===== config.mk =====
export PLATFORM = sky130hd
export DESIGN_NAME = ctrl_sequencer
export DESIGN_NICKNAME = d
export VERILOG_FILES = /design/src/rtl/ctrl_pkg.sv /design/src/rtl/ctrl_decode.sv /design/src/rtl/ctrl_sequencer.sv
export SDC_FILE = /design/constraint.sdc
export NUM_CORES = 1
export LEC_CHECK = 0
export BUFFER_PORTS_ARGS = -buffer_cell sky130_fd_sc_hd__buf_2
export CORE_MARGIN = 5
export CORE_UTILIZATION = 40
export DETAILED_ROUTE_END_ITERATION = 8
export PLACE_DENSITY = 0.78
export SLEW_MARGIN = 25
export SYNTH_ARGS = -nofsm -noshare
export SYNTH_HDL_FRONTEND = slang
export SYNTH_SLANG_ARGS = --single-unit
export TNS_END_PERCENT = 10

===== constraint.sdc =====
create_clock -name clk -period 1.7 [get_ports clk]
set_input_delay 0.085 -clock clk [delete_from_list [all_inputs] [get_ports clk]]
set_output_delay 0.085 -clock clk [all_outputs]
set_load 0.01 [all_outputs]

===== src/rtl/ctrl_pkg.sv =====
// Shared types and constants for the accumulator-CPU control sequencer.
package ctrl_pkg;

  localparam int unsigned INSTR_W   = 9;
  localparam int unsigned OPC_HI    = 8;
  localparam int unsigned OPC_LO    = 6;
  localparam int unsigned SUB_HI    = 5;
  localparam int unsigned SUB_LO    = 3;
  localparam int unsigned RS_HI     = 2;
  localparam int unsigned RS_LO     = 0;
  localparam int unsigned IMM_HI    = 5;
  localparam int unsigned IMM_LO    = 0;
  localparam int unsigned ACC_SEL_W = 2;

  localparam logic [ACC_SEL_W-1:0] ACC_SEL_ALU = 2'd0;
  localparam logic [ACC_SEL_W-1:0] ACC_SEL_LUT = 2'd1;
  localparam logic [ACC_SEL_W-1:0] ACC_SEL_MEM = 2'd2;

  typedef enum logic [2:0] {
    ST_IDLE    = 3'd0,
    ST_FETCH   = 3'd1,
    ST_DECODE  = 3'd2,
    ST_EXEC    = 3'd3,
    ST_MEM     = 3'd4,
    ST_MEMWAIT = 3'd5,
    ST_WB      = 3'd6,
    ST_HALT    = 3'd7
  } state_t;

  typedef enum logic [2:0] {
    OP_ALU  = 3'b000,
    OP_LDI  = 3'b001,
    OP_LD   = 3'b010,
    OP_ST   = 3'b011,
    OP_MOV  = 3'b100,
    OP_BZ   = 3'b101,
    OP_BR   = 3'b110,
    OP_HALT = 3'b111
  } opcode_t;

  // Sub-ops 110/111 are reserved and behave as a NOP.
  typedef enum logic [2:0] {
    ALU_ADD  = 3'b000,
    ALU_SUB  = 3'b001,
    ALU_AND  = 3'b010,
    ALU_OR   = 3'b011,
    ALU_XOR  = 3'b100,
    ALU_SHL  = 3'b101,
    ALU_RSV6 = 3'b110,
    ALU_RSV7 = 3'b111
  } alu_op_t;

endpackage


===== src/rtl/ctrl_decode.sv =====
// Combinational instruction-class decode of the latched IR fields.
module ctrl_decode
  import ctrl_pkg::*;
(
  input  opcode_t                opc_i,
  input  alu_op_t                sub_i,
  output logic                   is_alu_o,
  output logic                   is_mem_o,
  output logic                   is_ld_o,
  output logic                   is_branch_o,
  output logic                   is_bz_o,
  output logic                   is_halt_o,
  output logic                   is_nop_o,
  output logic                   writes_acc_o,
  output logic                   writes_rf_o,
  output logic [ACC_SEL_W-1:0]   acc_sel_o
);

  logic rsv_c;

  // Opcode to class flags; reserved ALU sub-ops only advance the PC.
  always_comb begin
    is_alu_o     = 1'b0;
    is_mem_o     = 1'b0;
    is_ld_o      = 1'b0;
    is_branch_o  = 1'b0;
    is_bz_o      = 1'b0;
    is_halt_o    = 1'b0;
    is_nop_o     = 1'b0;
    writes_acc_o = 1'b0;
    writes_rf_o  = 1'b0;
    acc_sel_o    = ACC_SEL_ALU;
    rsv_c        = (sub_i == ALU_RSV6) || (sub_i == ALU_RSV7);
    case (opc_i)
      OP_ALU: begin
        is_alu_o     = 1'b1;
        is_nop_o     = rsv_c;
        writes_acc_o = ~rsv_c;
      end
      OP_LDI: begin
        writes_acc_o = 1'b1;
        acc_sel_o    = ACC_SEL_LUT;
      end
      OP_LD: begin
        is_mem_o     = 1'b1;
        is_ld_o      = 1'b1;
        writes_acc_o = 1'b1;
        acc_sel_o    = ACC_SEL_MEM;
      end
      OP_ST:   is_mem_o    = 1'b1;
      OP_MOV:  writes_rf_o = 1'b1;
      OP_BZ: begin
        is_branch_o = 1'b1;
        is_bz_o     = 1'b1;
      end
      OP_BR:   is_branch_o = 1'b1;
      OP_HALT: is_halt_o   = 1'b1;
      default: ;
    endcase
  end

endmodule


===== src/rtl/ctrl_sequencer.sv =====
// Multi-cycle control FSM for the 9-bit accumulator CPU.
// Optional performance counters are built when CTRL_PERF_CNT_EN is defined;
// otherwise instr_cnt_o/cycle_cnt_o are tied to zero.
module ctrl_sequencer
  import ctrl_pkg::*;
#(
  parameter int unsigned CNT_W = 16
) (
  input  logic                 clk,
  input  logic                 reset,
  input  logic                 start_i,
  input  logic [INSTR_W-1:0]   instr_i,
  input  logic                 alu_z_i,
  output logic                 pc_inc_o,
  output logic                 pc_load_o,
  output logic [2:0]           rf_raddr_o,
  output logic [2:0]           rf_waddr_o,
  output logic                 rf_we_o,
  output logic                 acc_we_o,
  output logic [ACC_SEL_W-1:0] acc_sel_o,
  output logic [5:0]           lut_idx_o,
  output logic [2:0]           alu_op_o,
  output logic                 carry_en_o,
  output logic                 mem_rd_o,
  output logic                 mem_wr_o,
  output logic                 done,
  output logic [CNT_W-1:0]     instr_cnt_o,
  output logic [CNT_W-1:0]     cycle_cnt_o
);

  state_t             state_q, state_d;
  logic [INSTR_W-1:0] ir_q, ir_d;

  opcode_t opc;
  alu_op_t sub;
  logic    is_alu, is_mem, is_ld, is_branch, is_bz, is_halt, is_nop;
  logic    writes_acc, writes_rf;

  assign opc = opcode_t'(ir_q[OPC_HI:OPC_LO]);
  assign sub = alu_op_t'(ir_q[SUB_HI:SUB_LO]);

  ctrl_decode u_decode (
    .opc_i        (opc),
    .sub_i        (sub),
    .is_alu_o     (is_alu),
    .is_mem_o     (is_mem),
    .is_ld_o      (is_ld),
    .is_branch_o  (is_branch),
    .is_bz_o      (is_bz),
    .is_halt_o    (is_halt),
    .is_nop_o     (is_nop),
    .writes_acc_o (writes_acc),
    .writes_rf_o  (writes_rf),
    .acc_sel_o    (acc_sel_o)
  );

  // Field outputs follow the latched instruction continuously.
  assign rf_raddr_o = ir_q[RS_HI:RS_LO];
  assign rf_waddr_o = ir_q[RS_HI:RS_LO];
  assign lut_idx_o  = ir_q[IMM_HI:IMM_LO];
  assign alu_op_o   = ir_q[SUB_HI:SUB_LO];
  assign done       = (state_q == ST_HALT);

  // State and instruction register.
  always_ff @(posedge clk) begin
    if (reset) begin
      state_q <= ST_IDLE;
      ir_q    <= '0;
    end else begin
      state_q <= state_d;
      ir_q    <= ir_d;
    end
  end

  // Next state, IR load and per-state strobes.
  always_comb begin
    state_d    = state_q;
    ir_d       = ir_q;
    pc_inc_o   = 1'b0;
    pc_load_o  = 1'b0;
    rf_we_o    = 1'b0;
    acc_we_o   = 1'b0;
    carry_en_o = 1'b0;
    mem_rd_o   = 1'b0;
    mem_wr_o   = 1'b0;
    case (state_q)
      ST_IDLE: begin
        if (start_i) state_d = ST_FETCH;
      end
      ST_FETCH: begin
        ir_d    = instr_i;
        state_d = ST_DECODE;
      end
      ST_DECODE: begin
        state_d = is_halt ? ST_HALT : ST_EXEC;
      end
      ST_EXEC: begin
        carry_en_o = is_alu & ~is_nop;
        if (is_branch) begin
          state_d = ST_FETCH;
          if (is_bz && !alu_z_i) pc_inc_o  = 1'b1;
          else                   pc_load_o = 1'b1;
        end else if (is_mem) begin
          state_d = ST_MEM;
        end else begin
          state_d = ST_WB;
        end
      end
      ST_MEM: begin
        mem_rd_o = is_ld;
        mem_wr_o = ~is_ld;
        state_d  = is_ld ? ST_MEMWAIT : ST_WB;
      end
      ST_MEMWAIT: begin
        state_d = ST_WB;
      end
      ST_WB: begin
        pc_inc_o = 1'b1;
        acc_we_o = writes_acc;
        rf_we_o  = writes_rf;
        state_d  = ST_FETCH;
      end
      ST_HALT: begin
        state_d = ST_HALT;
      end
      default: begin
        state_d = ST_IDLE;
      end
    endcase
  end

`ifdef CTRL_PERF_CNT_EN
  logic [CNT_W-1:0] instr_cnt_q, instr_cnt_d;
  logic [CNT_W-1:0] cycle_cnt_q, cycle_cnt_d;
  logic             retire_c, busy_c;

  // Saturating retire and busy-cycle counters.
  always_comb begin
    retire_c    = pc_inc_o | pc_load_o | ((state_q == ST_DECODE) & is_halt);
    busy_c      = (state_q != ST_IDLE) && (state_q != ST_HALT);
    instr_cnt_d = instr_cnt_q;
    cycle_cnt_d = cycle_cnt_q;
    if (retire_c && (instr_cnt_q != '1)) instr_cnt_d = instr_cnt_q + CNT_W'(1);
    if (busy_c && (cycle_cnt_q != '1))   cycle_cnt_d = cycle_cnt_q + CNT_W'(1);
  end

  // Counter registers.
  always_ff @(posedge clk) begin
    if (reset) begin
      instr_cnt_q <= '0;
      cycle_cnt_q <= '0;
    end else begin
      instr_cnt_q <= instr_cnt_d;
      cycle_cnt_q <= cycle_cnt_d;
    end
  end

  assign instr_cnt_o = instr_cnt_q;
  assign cycle_cnt_o = cycle_cnt_q;
`else
  assign instr_cnt_o = '0;
  assign cycle_cnt_o = '0;
`endif

endmodule


==> results of run 1 <==
==> layer usage <==
layer | up-vias | part of all wire [%]
li1 | 371 | -
met4 | 0 | 0.97
met5 | - | 0
met3 | 2 | 10
met1 | 326 | 41
met2 | 37 | 48
==> per-stage QoR <==
stage	util [%]	power (mW)	hold WS (ns)	setup WS, ns
finish	41.0	1.16	0.0453	0.149
global route	41.0	1.26	0.0385	0.0171
CTS	40.9	1.17	0.0377	0.0166
detailed placement	39.4	0.937	0.328	0.245
global placement	39.4	0.931	0.320	0.297
floorplan	-	0.960	0.157	0.343
==> sequential cells by signal, indices dropped and copies added (netlist names) <==
signal / flops
ir_q: 9
state_q: 3
==> cells in the mapped netlist <==
| cell type | number | area, sq um |
|---|---|---|
| sky130_fd_sc_hd__nor2_1 | 15 | 56.3 |
| sky130_fd_sc_hd__nor4_1 | 2 | 12.5 |
| sky130_fd_sc_hd__or3b_4 | 1 | 11.3 |
| sky130_fd_sc_hd__conb_1 | 1 | 3.75 |
| sky130_fd_sc_hd__buf_2 | 3 | 15.0 |
| sky130_fd_sc_hd__buf_6 | 3 | 33.8 |
| sky130_fd_sc_hd__a311oi_1 | 1 | 8.76 |
| sky130_fd_sc_hd__xnor2_1 | 1 | 8.76 |
| sky130_fd_sc_hd__a211oi_1 | 3 | 22.5 |
| sky130_fd_sc_hd__a2111oi_0 | 1 | 8.76 |
| sky130_fd_sc_hd__a211o_1 | 1 | 8.76 |
| sky130_fd_sc_hd__and3b_1 | 1 | 8.76 |
| sky130_fd_sc_hd__o32ai_1 | 1 | 8.76 |
| sky130_fd_sc_hd__nand3b_1 | 3 | 22.5 |
| sky130_fd_sc_hd__a21o_1 | 1 | 7.51 |
| sky130_fd_sc_hd__inv_1 | 3 | 11.3 |
| sky130_fd_sc_hd__dfxtp_1 | 12 | 240 |
| sky130_fd_sc_hd__and3_1 | 1 | 6.26 |
| sky130_fd_sc_hd__a21oi_1 | 1 | 5.00 |
| sky130_fd_sc_hd__nor3b_1 | 1 | 7.51 |
| sky130_fd_sc_hd__o31ai_1 | 1 | 7.51 |
| sky130_fd_sc_hd__nand4b_1 | 1 | 8.76 |
| sky130_fd_sc_hd__nor2b_1 | 2 | 12.5 |
| sky130_fd_sc_hd__nor3_1 | 1 | 5.00 |
| sky130_fd_sc_hd__nand2b_1 | 1 | 6.26 |
| sky130_fd_sc_hd__or2b_1 | 1 | 7.51 |
| sky130_fd_sc_hd__mux2i_1 | 9 | 90.1 |
| sky130_fd_sc_hd__nand2_1 | 4 | 15.0 |
| sky130_fd_sc_hd__buf_4 | 47 | 353 |
| sky130_fd_sc_hd__clkbuf_1 | 1 | 3.75 |
| sky130_fd_sc_hd__nand3_1 | 1 | 5.00 |
==> cell families after synthesis <==
logic type | after synthesis
AOI/OAI and AO/OA | 10
xor gates and xnor gates | 1
buffers and inverters | 57
DFF | 12
muxes | 9
other | 1
and+or+nand+nor | 35
==> power by group <==
group	leakage (nW)	switching [mW]	total [mW]	internal (mW)
logic	0.420	0.246	0.469	0.223
clock network	0.0210	0.0960	0.226	0.130
registers	0.0989	0.114	0.464	0.350
==> area by class of cell <==
class                           count  area share [%]
Sequential cell                    12            24.1
Timing Repair Buffer               38            19.1
Clock buffer                        4            3.60
Inverter                            3            1.12
Tap cell                           30            3.73
Multi-Input combinational cell     87            48.3
==> cells in the final DEF (no fill, tap or decap) <==
master / n
sky130_fd_sc_hd__a2111oi_0: 1
sky130_fd_sc_hd__a211o_1: 1
sky130_fd_sc_hd__a211oi_1: 3
sky130_fd_sc_hd__a21o_1: 1
sky130_fd_sc_hd__a21oi_1: 1
sky130_fd_sc_hd__a311oi_1: 1
sky130_fd_sc_hd__and3_1: 1
sky130_fd_sc_hd__and3b_1: 1
sky130_fd_sc_hd__buf_2: 37
sky130_fd_sc_hd__buf_4: 1
sky130_fd_sc_hd__clkbuf_4: 3
sky130_fd_sc_hd__clkbuf_8: 1
sky130_fd_sc_hd__conb_1: 32
sky130_fd_sc_hd__dfxtp_1: 10
sky130_fd_sc_hd__dfxtp_2: 2
sky130_fd_sc_hd__inv_1: 3
sky130_fd_sc_hd__mux2i_1: 9
sky130_fd_sc_hd__nand2_1: 4
sky130_fd_sc_hd__nand2b_1: 1
sky130_fd_sc_hd__nand3_1: 1
sky130_fd_sc_hd__nand3b_1: 3
sky130_fd_sc_hd__nand4b_1: 1
sky130_fd_sc_hd__nor2_1: 15
sky130_fd_sc_hd__nor2b_1: 2
sky130_fd_sc_hd__nor3_1: 1
sky130_fd_sc_hd__nor3b_2: 1
sky130_fd_sc_hd__nor4_1: 2
sky130_fd_sc_hd__o31ai_1: 1
sky130_fd_sc_hd__o32ai_1: 1
sky130_fd_sc_hd__or2b_1: 1
sky130_fd_sc_hd__or3b_4: 1
sky130_fd_sc_hd__xnor2_1: 1
==> worst paths after layout <==
check | to | cells after the start
setup / recovery | mem_rd_o | 3
hold reg to reg | ir_q[3] | 2
setup reg to reg | state_q[0] | 3
hold / removal | ir_q[2] | 3
==> worst max-delay path: stages, from the launching register on <==
cell and delay [ns]:
sky130_fd_sc_hd__dfxtp_1 0.50, sky130_fd_sc_hd__or3b_4 0.44, sky130_fd_sc_hd__nor2_1 0.11, sky130_fd_sc_hd__buf_2 0.14
==> what timing repair did <==
item	4_1_cts	5_1_grt
setup buffers	0	0
endpoints found under the setup margin	0	2
hold buffers	0	0
resized for setup	0	2
==> impl_summary.txt, run 1 <==
----------------------------------------------------
[Global route]
  First-pass GRT wire length ... 2630 um
  All-Layer GR Usage ... a little under a tenth
  GRT Max-Usage Layer ... met2
  Initial antenna violation count ... 0
  Met1 routing resource usage after global routing ... between 10% and 20%
  Met3 Usage GRT ... 3.19%
  Maximum number of pins on one net before global-route repair ... 14
  Number of global-route vias before repair ... 641
  Met2 track utilization from global routing ... ~16%
  Total global routing overflow ... 0

[Timing]
  Timing-limited maximum frequency ... 0.645 GHz
  Setup repair after global routing missed its margin ... no
  Number of pins with negative max-slew slack in the final report ... 0
  Crit share post-route ... 91.2%
  Setup Viol. Count Final ... 0
  Total count of hold-check failures in the final report ... 0
  Post-Route Setup TNS ... 0 ns
  Final worst clock skew ... just under 0.005 ns
  Final min period ... about 1.6 ns

[Detailed routing]
  DRC ... 0
  Number of nets with antenna violations after routing ... 0
  Via-per-instance ratio ... 4.23
  Via count ... 736
  Number of iterations in the first detailed-routing pass ... 2
  Routed length per placed instance ... 10.7 um
  Violation count after the first detailed-routing iteration ... 10
  Wire length after detailed routing ... 1860 um

[Clocking]
  Post-CTS clock slew at the launch and capture registers of the worst setup and hold paths ... 0.08 ns
  Clock latency on the worst-skew pair ... 0.27 ns
  Clock buffers created by TritonCTS ... 3
  Cell at the root of the clock tree ... sky130_fd_sc_hd__clkbuf_4
  Number of sinks handled by clock tree synthesis ... 12
  Buffer depth of the longest clock path ... 2
  CTS tree ... done
  H-tree depth ... 1

[Outcome]
  Run status ... finished, final reports clean

[Cells and area]
  FF+latch area ... approximately 240 sq um
  Final cell count without fillers ... 174
  Share of layout cells above drive strength 1 ... 31.9%
  Number of inserted filler cells in the final layout ... 266
  NumNets Final ... 158
  Area grow syn2layout ... -1.47%
  Inserted Diodes ... 0
  Area of the multi-input gates ... 487 sq um
  Non-Filler Cell Area, Final ... 1010 sq um

[Logic synthesis]
  Distinct cell type count of the synthesized netlist ... 31
  Post-Synth Simple-Gate Area ... 18.1%
  Ys Warns ... 0
  Cell area after technology mapping ... 1020 sq um
  Fraction of the mapped netlist area in compound gates ... under 10%
  Fraction of synthesized cell area in xor and xnor cells ... 0.857%
  Yosys reg bits ... 12
  Synthesized-area fraction occupied by adder cells ... 0%
  Avg Inst Size Synth ... 8.18 sq um
  Multiplexer area fraction after synthesis ... 8.81%
  Dominant combinational cell family by area after synthesis ... buffers and inverters
  Post-Synthesis Cells ... between 100 and 150
  Share of the yosys chip area belonging to registers ... 23.5%

[Die]
  Placeable core region ... between 2000 and 2500 sq um
  Boundary Pins ... 70
  Height of the die ... 60.6 um
  Number of rows in the core area ... 18
  Area enclosed by the die boundary ... around 3700 sq um
  Initial cell density of the core ... 41.6%
  Horizontal extent of the die ... 60.6 um

[Worst setup path]
  Highest fanout seen on the critical path ... 11
  Required time of the worst setup path ... 1.62 ns
  Capturing element type of the critical path ... output port
  Kind of critical path ... flop to output port
  Critical path startpoint ... ir_q[7]
  Signal arrival time at the worst endpoint ... 1.47 ns
  Nature of the critical path startpoint ... flop
  Register-to-Register Setup Slack ... 0.23 ns
  Launching point of the worst reg2reg path ... ir_q[7]

[Placement]
  Total cell area at the placement stage ... 968 sq um
  Detailed placement HPWL ... 1470 um
  Count of buffers from port buffering ... 37
  Cell count after placement ... 170
  GPL Wtd Cong ... 0.764

[Pwr]
  Total power density per cell area ... between 1000 and 1500 nW/um^2
  Worst ir drop on vdd ... 0.000556 V
  Static power due to leakage ... 0.539 nW

[Min path]
  Worst min-delay path category ... input port to flop
  Worst hold start ... instr_i[2]

[Flow run]
  Max-capacitance violation count ... 0

----------------------------------------------------
Note: power is estimated with default switching activity, not from simulation.
==> run 2, diff against run 1 <==
--- a/config.mk
+++ b/config.mk
@@ -6,12 +6,15 @@
 export NUM_CORES = 1
 export LEC_CHECK = 0
 export BUFFER_PORTS_ARGS = -buffer_cell sky130_fd_sc_hd__buf_2
+export CELL_PAD_IN_SITES_DETAIL_PLACEMENT = 1
+export CELL_PAD_IN_SITES_GLOBAL_PLACEMENT = 2
 export CORE_MARGIN = 5
-export CORE_UTILIZATION = 40
+export CORE_UTILIZATION = 22
 export DETAILED_ROUTE_END_ITERATION = 8
-export PLACE_DENSITY = 0.78
+export PLACE_DENSITY_LB_ADDON = 0.1
 export SLEW_MARGIN = 25
 export SYNTH_ARGS = -nofsm -noshare
 export SYNTH_HDL_FRONTEND = slang
+export SYNTH_HIERARCHICAL = 1
 export SYNTH_SLANG_ARGS = --single-unit
 export TNS_END_PERCENT = 10
==> run 2 against run 1 <==
Die area grew 74%. Worst hold slack improved by 0.037 ns. Via count increased by 4.5%. Global-route usage decreased by 1.8 points. Sequential power is 22% lower. Combinational power fell by 48%. Clock skew shrank 0.0021 ns. Final cell count up 24%.
==> impl_summary.txt, run 2 <==
----------------------------------------------------
[Outcome]
  Run status ... finished, final reports clean (unchanged)

[Logic synthesis]
  Top cells by count, synth ... sky130_fd_sc_hd__buf_4 (49), sky130_fd_sc_hd__nor2_1 (16), sky130_fd_sc_hd__dfxtp_1 (12), sky130_fd_sc_hd__mux2i_1 (9) (was sky130_fd_sc_hd__buf_4 (47), sky130_fd_sc_hd__nor2_1 (15), sky130_fd_sc_hd__dfxtp_1 (12), sky130_fd_sc_hd__mux2i_1 (9), sky130_fd_sc_hd__nand2_1 (4))
  Fraction of the mapped netlist area in compound gates ... 6.53% (was 7.59%)
  Cell area after technology mapping ... 1070 sq um (was 1020 sq um)
  Post-Synthesis Cells ... 128 (was 125)
  Synth top area cells ... sky130_fd_sc_hd__buf_4 (34%), sky130_fd_sc_hd__dfxtp_1 (22%), sky130_fd_sc_hd__mux2i_1 (8.4%) (was sky130_fd_sc_hd__buf_4 (35%), sky130_fd_sc_hd__dfxtp_1 (24%), sky130_fd_sc_hd__mux2i_1 (8.8%))
  Fraction of synthesized cell area in xor and xnor cells ... 0.816% (was 0.857%)
  Fraction of post-synthesis cell area in the top cell type by area ... 34.3% (was 34.5%)
  Most frequent cell after synthesis ... sky130_fd_sc_hd__buf_4 (unchanged)
  Distinct cell type count of the synthesized netlist ... 33 (was 31)
  Yosys reg bits ... 12 (unchanged)
  Dominant cell type by area after synthesis ... sky130_fd_sc_hd__buf_4 (unchanged)
  Dominant combinational cell family by area after synthesis ... buffers and inverters (unchanged)
  Ys Warns ... 6 (was 0)
  Number of enable flip-flop cells after synthesis ... 0 (unchanged)
  Share of the yosys chip area belonging to registers ... 22.4% (was 23.5%)
  Post-Synth Simple-Gate Area ... 22.4% (was 18.1%)
  Synthesized-area fraction occupied by adder cells ... 0% (unchanged)
  Multiplexer area fraction after synthesis ... 8.39% (was 8.81%)
  Top_reg_cell synth ... sky130_fd_sc_hd__dfxtp_1 (unchanged)
  Share of async-settable or async-resettable flops after synthesis ... 0% (unchanged)
  Avg Inst Size Synth ... 8.39 sq um (was 8.18 sq um)

[Cells and area]
  Registers with the most flip-flops ... ir_q x9, state_q x3 (unchanged)
  Most frequent standard cell in the layout excluding fill and tap cells ... sky130_fd_sc_hd__buf_2 (unchanged)
  NumNets Final ... 162 (was 158)
  Commonest cells after routing, fill and taps aside ... sky130_fd_sc_hd__buf_2 (37), sky130_fd_sc_hd__conb_1 (32), sky130_fd_sc_hd__nor2_1 (15) (unchanged)
  Share of layout cells above drive strength 1 ... 37.2% (was 31.9%)
  Register with the highest flop count ... ir_q (unchanged)
  Area grow syn2layout ... 4.31% (was -1.47%)
  Inserted Diodes ... 0 (unchanged)
  Final cell count without fillers ... 215 (was 174)
  Non-Filler Cell Area, Final ... 1120 sq um (was 1010 sq um)
  Largest register FFs ... 9 (unchanged)

[Clocking]
  H-tree depth ... 1 (unchanged)
  Number of sinks handled by clock tree synthesis ... 12 (unchanged)
  CTS tree ... done (unchanged)
  Buffer depth of the longest clock path ... 2 (unchanged)
  Cell at the root of the clock tree ... sky130_fd_sc_hd__clkbuf_8 (was sky130_fd_sc_hd__clkbuf_4)
  Number of buffers inserted by hold repair at cts ... 0 (unchanged)
  Clock latency on the worst-skew pair ... 0.24 ns (was 0.27 ns)
  Post-CTS clock slew at the launch and capture registers of the worst setup and hold paths ... 0.06 ns (was 0.08 ns)
  Clock buffers created by TritonCTS ... 3 (unchanged)

[Detailed routing]
  DRC ... 0 (unchanged)
  Number of nets with antenna violations after routing ... 0 (unchanged)
  Wire length after detailed routing ... 2520 um (was 1860 um)
  Violation count after the first detailed-routing iteration ... 26 (was 10)
  Via-per-instance ratio ... 3.58 (was 4.23)
  Routed length per placed instance ... 11.7 um (was 10.7 um)
  Number of iterations in the first detailed-routing pass ... 4 (was 2)
  Via count ... 769 (was 736)

[Placement]
  Cell count after placement ... 211 (was 170)
  Total cell area at the placement stage ... 1060 sq um (was 968 sq um)
  Detailed placement HPWL ... 2070 um (was 1470 um)
  GPL Wtd Cong ... 0.672 (was 0.764)
  Count of buffers from port buffering ... 37 (unchanged)

[Die]
  Boundary Pins ... 70 (unchanged)
  Initial cell density of the core ... 22.7% (was 41.6%)
  Area enclosed by the die boundary ... 6380 sq um (was 3670 sq um)
  Placeable core region ... 4720 sq um (was 2450 sq um)
  Number of rows in the core area ... 25 (was 18)
  Height of the die ... 79.9 um (was 60.6 um)
  Horizontal extent of the die ... 79.9 um (was 60.6 um)

[Pwr]
  Total power density per cell area ... 821 nW/um^2 (was 1150 nW/um^2)
  Static power due to leakage ... 0.588 nW (was 0.539 nW)
  Worst ir drop on vdd ... 0.000234 V (was 0.000556 V)
  Tot Pwr ... 0.919 mW (was 1.16 mW)

[Global route]
  Maximum number of pins on one net before global-route repair ... 15 (was 14)
  First-pass GRT wire length ... 3900 um (was 2630 um)
  Total global routing overflow ... 0 (unchanged)
  Number of global-route vias before repair ... 786 (was 641)
  Initial antenna violation count ... 0 (unchanged)
  All-Layer GR Usage ... 7.68% (was 9.43%)

[Timing]
  Final worst clock skew ... 0.00289 ns (was 0.00496 ns)
  Number of pins with negative max-slew slack in the final report ... 0 (unchanged)
  Hold Slack ... 0.0819 ns (was 0.0453 ns)
  Setup repair after global routing missed its margin ... no (unchanged)
  Final min period ... 1.57 ns (was 1.55 ns)
  Total count of hold-check failures in the final report ... 0 (unchanged)
  Timing-limited maximum frequency ... 0.637 GHz (was 0.645 GHz)
  Post-Route Setup TNS ... 0 ns (unchanged)
  Setup Viol. Count Final ... 0 (unchanged)
  Crit share post-route ... 92.4% (was 91.2%)

[Worst setup path]
  Critical path startpoint ... ir_q[6] (was ir_q[7])
  Highest fanout seen on the critical path ... 9 (was 11)
  Required time of the worst setup path ... 1.62 ns (about the same)
  Signal arrival time at the worst endpoint ... 1.48 ns (was 1.47 ns)
  Kind of critical path ... flop to output port (unchanged)
  Capturing element type of the critical path ... output port (unchanged)
  Launching point of the worst reg2reg path ... state_q[0] (was ir_q[7])
  Nature of the critical path startpoint ... flop (unchanged)

[Min path]
  Worst min-delay path category ... input port to flop (unchanged)
  Worst hold start ... instr_i[5] (was instr_i[2])

[Flow run]
  Max-capacitance violation count ... 0 (unchanged)

----------------------------------------------------
[run 2: logic make-up after synthesis]
| group | after synthesis |
|---|---|
| buffers and inverters | 55 |
| AND/OR/NAND/NOR | 40 |
| flip-flops | 12 |
| AO/OA/AOI/OAI | 10 |
| multiplexers | 9 |
| XOR/XNOR | 1 |
| other | 1 |
[run 2: final timing paths]
| kind | endpoint | slack (ns) | cells past startpoint |
|---|---|---|---|
| max | pc_inc_o | 0.13 | 5 |
| min | ir_q[5] | 0.08 | 3 |
| max reg2reg | ir_q[7] | 0.38 | 4 |
| min reg2reg | ir_q[3] | 0.52 | 2 |
[run 2: per-stage QoR]
| stage | util [%] | worst slack (ns) |
|---|---|---|
| 5_1_grt | 23.7 | 0.0329 |
| 3_3_place_gp | 22.4 | 0.289 |
| 3_5_place_dp | 22.4 | 0.257 |
| 4_1_cts | 23.6 | 0.0594 |
| 2_1_floorplan | - | 0.443 |
| 6_report | 23.7 | 0.130 |
[run 2: final cells by class]
class | count | area, sq um
Fill cell | 587 | 3600
Timing Repair Buffer | 39 | 200
Sequential cell | 12 | 245
Tap cell | 67 | 83.8
Clock buffer | 4 | 55.1
Inverter | 1 | 3.75
Multi-Input combinational cell | 92 | 532
[run 2: critical path, stage by stage (launching register included)]
cell and delay [ns]:
sky130_fd_sc_hd__dfxtp_2 0.42, sky130_fd_sc_hd__and3b_2 0.21, sky130_fd_sc_hd__nor4bb_1 0.27, sky130_fd_sc_hd__a21oi_1 0.10
sky130_fd_sc_hd__nor2b_1 0.11, sky130_fd_sc_hd__buf_2 0.14
[run 2: where the power goes]
part | internal (mW) | total (mW) | switching, mW | leakage, nW
Clock | 0.205 | 0.311 | 0.107 | 0.0288
Combinational | 0.108 | 0.244 | 0.136 | 0.460
Sequential | 0.311 | 0.364 | 0.0524 | 0.0998
[run 2: what timing repair did]
item                                    in CTS  in global routing
resized for setup                            2                  3
buffers inserted                             0                  0
cloned                                       0                  0
endpoints found under the setup margin       1                  3
[run 2: layer usage]
| metal | vias to the layer above | track usage [%] | part of all wire, % |
|---|---|---|---|
| met5 | - | 0 | 0 |
| li1 | 380 | - | - |
| met3 | 2 | 2.48 | 7.4 |
| met1 | 351 | 9.29 | 42 |
| met2 | 36 | 13.5 | 49 |
| met4 | 0 | 1.01 | 0.83 |
==> run 3, diff against run 2 <==
--- a/config.mk
+++ b/config.mk
@@ -5,12 +5,13 @@
 export SDC_FILE = /design/constraint.sdc
 export NUM_CORES = 1
 export LEC_CHECK = 0
-export BUFFER_PORTS_ARGS = -buffer_cell sky130_fd_sc_hd__buf_2
 export CELL_PAD_IN_SITES_DETAIL_PLACEMENT = 1
 export CELL_PAD_IN_SITES_GLOBAL_PLACEMENT = 2
 export CORE_MARGIN = 5
-export CORE_UTILIZATION = 22
+export CORE_UTILIZATION = 32
 export DETAILED_ROUTE_END_ITERATION = 8
+export DONT_BUFFER_PORTS = 1
+export GPL_ROUTABILITY_DRIVEN = 0
 export PLACE_DENSITY_LB_ADDON = 0.1
 export SLEW_MARGIN = 25
 export SYNTH_ARGS = -nofsm -noshare
==> run 3 against run 2 <==
Non-clock buffer count is 27 lower. Global-route usage is 2.0 points higher. Via count is 12% lower. Register-to-register slack worse by 0.06 ns. Power is 13% lower. Flip-flop and latch count stayed put. Largest power group unchanged.
==> impl_summary.txt, run 3 (same netlist as run 2, synthesis figures left out) <==
----------------------------------------------------
[Outcome]
  Run status ... finished, final reports clean (unchanged)

[Detailed routing]
  Via count ... 679 (was 769)
  Routed length per placed instance ... 12.9 um (was 11.7 um)
  Wire length after detailed routing ... 2150 um (was 2520 um)
  Violation count after the first detailed-routing iteration ... 30 (was 26)
  Number of iterations in the first detailed-routing pass ... 4 (unchanged)
  Number of nets with antenna violations after routing ... 0 (unchanged)
  Via-per-instance ratio ... 4.07 (was 3.58)
  DRC ... 0 (unchanged)

[Min path]
  Worst min-delay path category ... input port to flop (unchanged)

[Cells and area]
  Registers with the most flip-flops ... ir_q x9, state_q x3 (unchanged)
  Register with the highest flop count ... ir_q (unchanged)
  Area of the multi-input gates ... 538 sq um (was 532 sq um)
  Area grow syn2layout ... -6.76% (was 4.31%)
  Util after Layout ... 30.5% (was 23.7%)
  Number of inserted filler cells in the final layout ... 421 (was 587)
  NumNets Final ... 135 (was 162)
  Most frequent standard cell in the layout excluding fill and tap cells ... sky130_fd_sc_hd__conb_1 (was sky130_fd_sc_hd__buf_2)
  Commonest cells after routing, fill and taps aside ... sky130_fd_sc_hd__conb_1 (32), sky130_fd_sc_hd__nor2_1 (16), sky130_fd_sc_hd__dlygate4sd3_1 (10) (was sky130_fd_sc_hd__buf_2 (37), sky130_fd_sc_hd__conb_1 (32), sky130_fd_sc_hd__nor2_1 (15))
  Inserted Diodes ... 0 (unchanged)
  Final cell count without fillers ... 167 (was 215)
  FF+latch area ... 250 sq um (was 245 sq um)
  Largest register FFs ... 9 (unchanged)
  Share of layout cells above drive strength 1 ... 15.7% (was 37.2%)

[Timing]
  Setup repair after global routing missed its margin ... no (unchanged)
  Post-Route Setup TNS ... 0 ns (unchanged)
  Hold Slack ... 0.0846 ns (was 0.0819 ns)
  Number of pins with negative max-slew slack in the final report ... 0 (unchanged)
  Final worst clock skew ... 0.00157 ns (was 0.00289 ns)
  Crit share post-route ... 89.9% (was 92.4%)
  Total count of hold-check failures in the final report ... 0 (unchanged)
  Timing-limited maximum frequency ... 0.655 GHz (was 0.637 GHz)
  Final min period ... 1.53 ns (was 1.57 ns)
  Setup Viol. Count Final ... 0 (unchanged)

[Clocking]
  CTS tree ... done (unchanged)
  Number of sinks handled by clock tree synthesis ... 12 (unchanged)
  Clock buffers created by TritonCTS ... 3 (unchanged)
  Buffer depth of the longest clock path ... 2 (unchanged)
  H-tree depth ... 1 (unchanged)
  Cell at the root of the clock tree ... sky130_fd_sc_hd__clkbuf_4 (was sky130_fd_sc_hd__clkbuf_8)
  Post-CTS clock slew at the launch and capture registers of the worst setup and hold paths ... 0.07 ns (was 0.06 ns)
  Clock latency on the worst-skew pair ... 0.27 ns (was 0.24 ns)

[Worst setup path]
  Series of cell instances along the critical path ... nor2b_1 > and3_1 (was and3b_2 > nor4bb_1 > a21oi_1 > nor2b_1 > buf_2)
  Required time of the worst setup path ... 1.62 ns (about the same)
  Crit path max-delay cell type ... sky130_fd_sc_hd__dfxtp_1 (was sky130_fd_sc_hd__dfxtp_2)
  Kind of critical path ... flop to output port (unchanged)
  Highest fanout seen on the critical path ... 11 (was 9)
  Crit-path max cell delay ... 0.57 ns (was 0.42 ns)
  Capturing element type of the critical path ... output port (unchanged)
  Nature of the critical path startpoint ... flop (unchanged)
  Signal arrival time at the worst endpoint ... 1.44 ns (was 1.48 ns)

[Placement]
  Cell count after placement ... 153 (was 211)
  Count of buffers from port buffering ... 0 (was 37)
  Detailed placement HPWL ... 1630 um (was 2070 um)

[Pwr]
  Total power density per cell area ... 799 nW/um^2 (was 821 nW/um^2)
  Worst ir drop on vdd ... 0.000295 V (was 0.000234 V)
  Tot Pwr ... 0.799 mW (was 0.919 mW)
  Static power due to leakage ... 0.441 nW (was 0.588 nW)

[Global route]
  Total global routing overflow ... 0 (unchanged)
  Initial antenna violation count ... 0 (unchanged)
  Number of global-route vias before repair ... 689 (was 786)
  Maximum number of pins on one net before global-route repair ... 15 (unchanged)
  All-Layer GR Usage ... 9.70% (was 7.68%)
  First-pass GRT wire length ... 3380 um (was 3900 um)

[Die]
  Height of the die ... 67.9 um (was 79.9 um)
  Area enclosed by the die boundary ... 4610 sq um (was 6380 sq um)
  Horizontal extent of the die ... 67.9 um (was 79.9 um)
  Boundary Pins ... 70 (unchanged)
  Placeable core region ... 3280 sq um (was 4720 sq um)
  Initial cell density of the core ... 32.7% (was 22.7%)
  Number of rows in the core area ... 21 (was 25)

[Flow run]
  Max-capacitance violation count ... 0 (unchanged)

----------------------------------------------------
## run 3: timing repair
action,CTS,global route
hold buffers,10,0
resized for setup,2,6
gates cloned,0,0
hold endpoints to repair,12,0
setup buffers,0,0
setup endpoints to repair,1,4
## run 3: path summary, 6_finish.rpt
kind	depth (start not counted)	end	from	slack, ns
worst max-delay path	2	acc_we_o	state_q[2]	0.17
worst min-delay path	2	state_q[2]	start_i	0.08
worst max register to register	5	state_q[0]	ir_q[7]	0.32
worst min register to register	2	ir_q[6]	ir_q[6]	0.58
## run 3: where the power goes
part / internal [mW] / switching [mW] / leakage, nW
clock network: 0.130 / 0.0952 / 0.0210
registers: 0.310 / 0.0694 / 0.100
logic: 0.0898 / 0.105 / 0.319
## run 3: cell type report
class / count / share of cell area (%)
Multi-Input combinational cell: 92 / 53.8
Sequential cell: 12 / 25.0
Timing Repair Buffer: 12 / 11.5
Tap cell: 46 / 5.75
Clock buffer: 4 / 3.62
Inverter: 1 / 0.375
## run 3: routing by layer
| metal | vias up | share of wire [%] | GRT usage [%] |
|---|---|---|---|
| met2 | 35 | 46 | 15.3 |
| met3 | 2 | 10 | 4.43 |
| met4 | 0 | 0.93 | 2.23 |
| met1 | 314 | 43 | 12.0 |
| met5 | - | 0 | 0 |
| li1 | 328 | - | - |
## run 3: stage by stage
step                      area, sq um  setup WS (ns)
after floorplan                  1190          0.443
after global placement            846          0.183
after detailed placement          846          0.218
after CTS                         985         0.0404
after global routing             1000        0.00558
final                            1000          0.172
## run 3: critical path, delay by kind of cell, from the launching register on
kind	cells	cell delay, ns
DFF	1	0.57
and+or+nand+nor	2	0.61
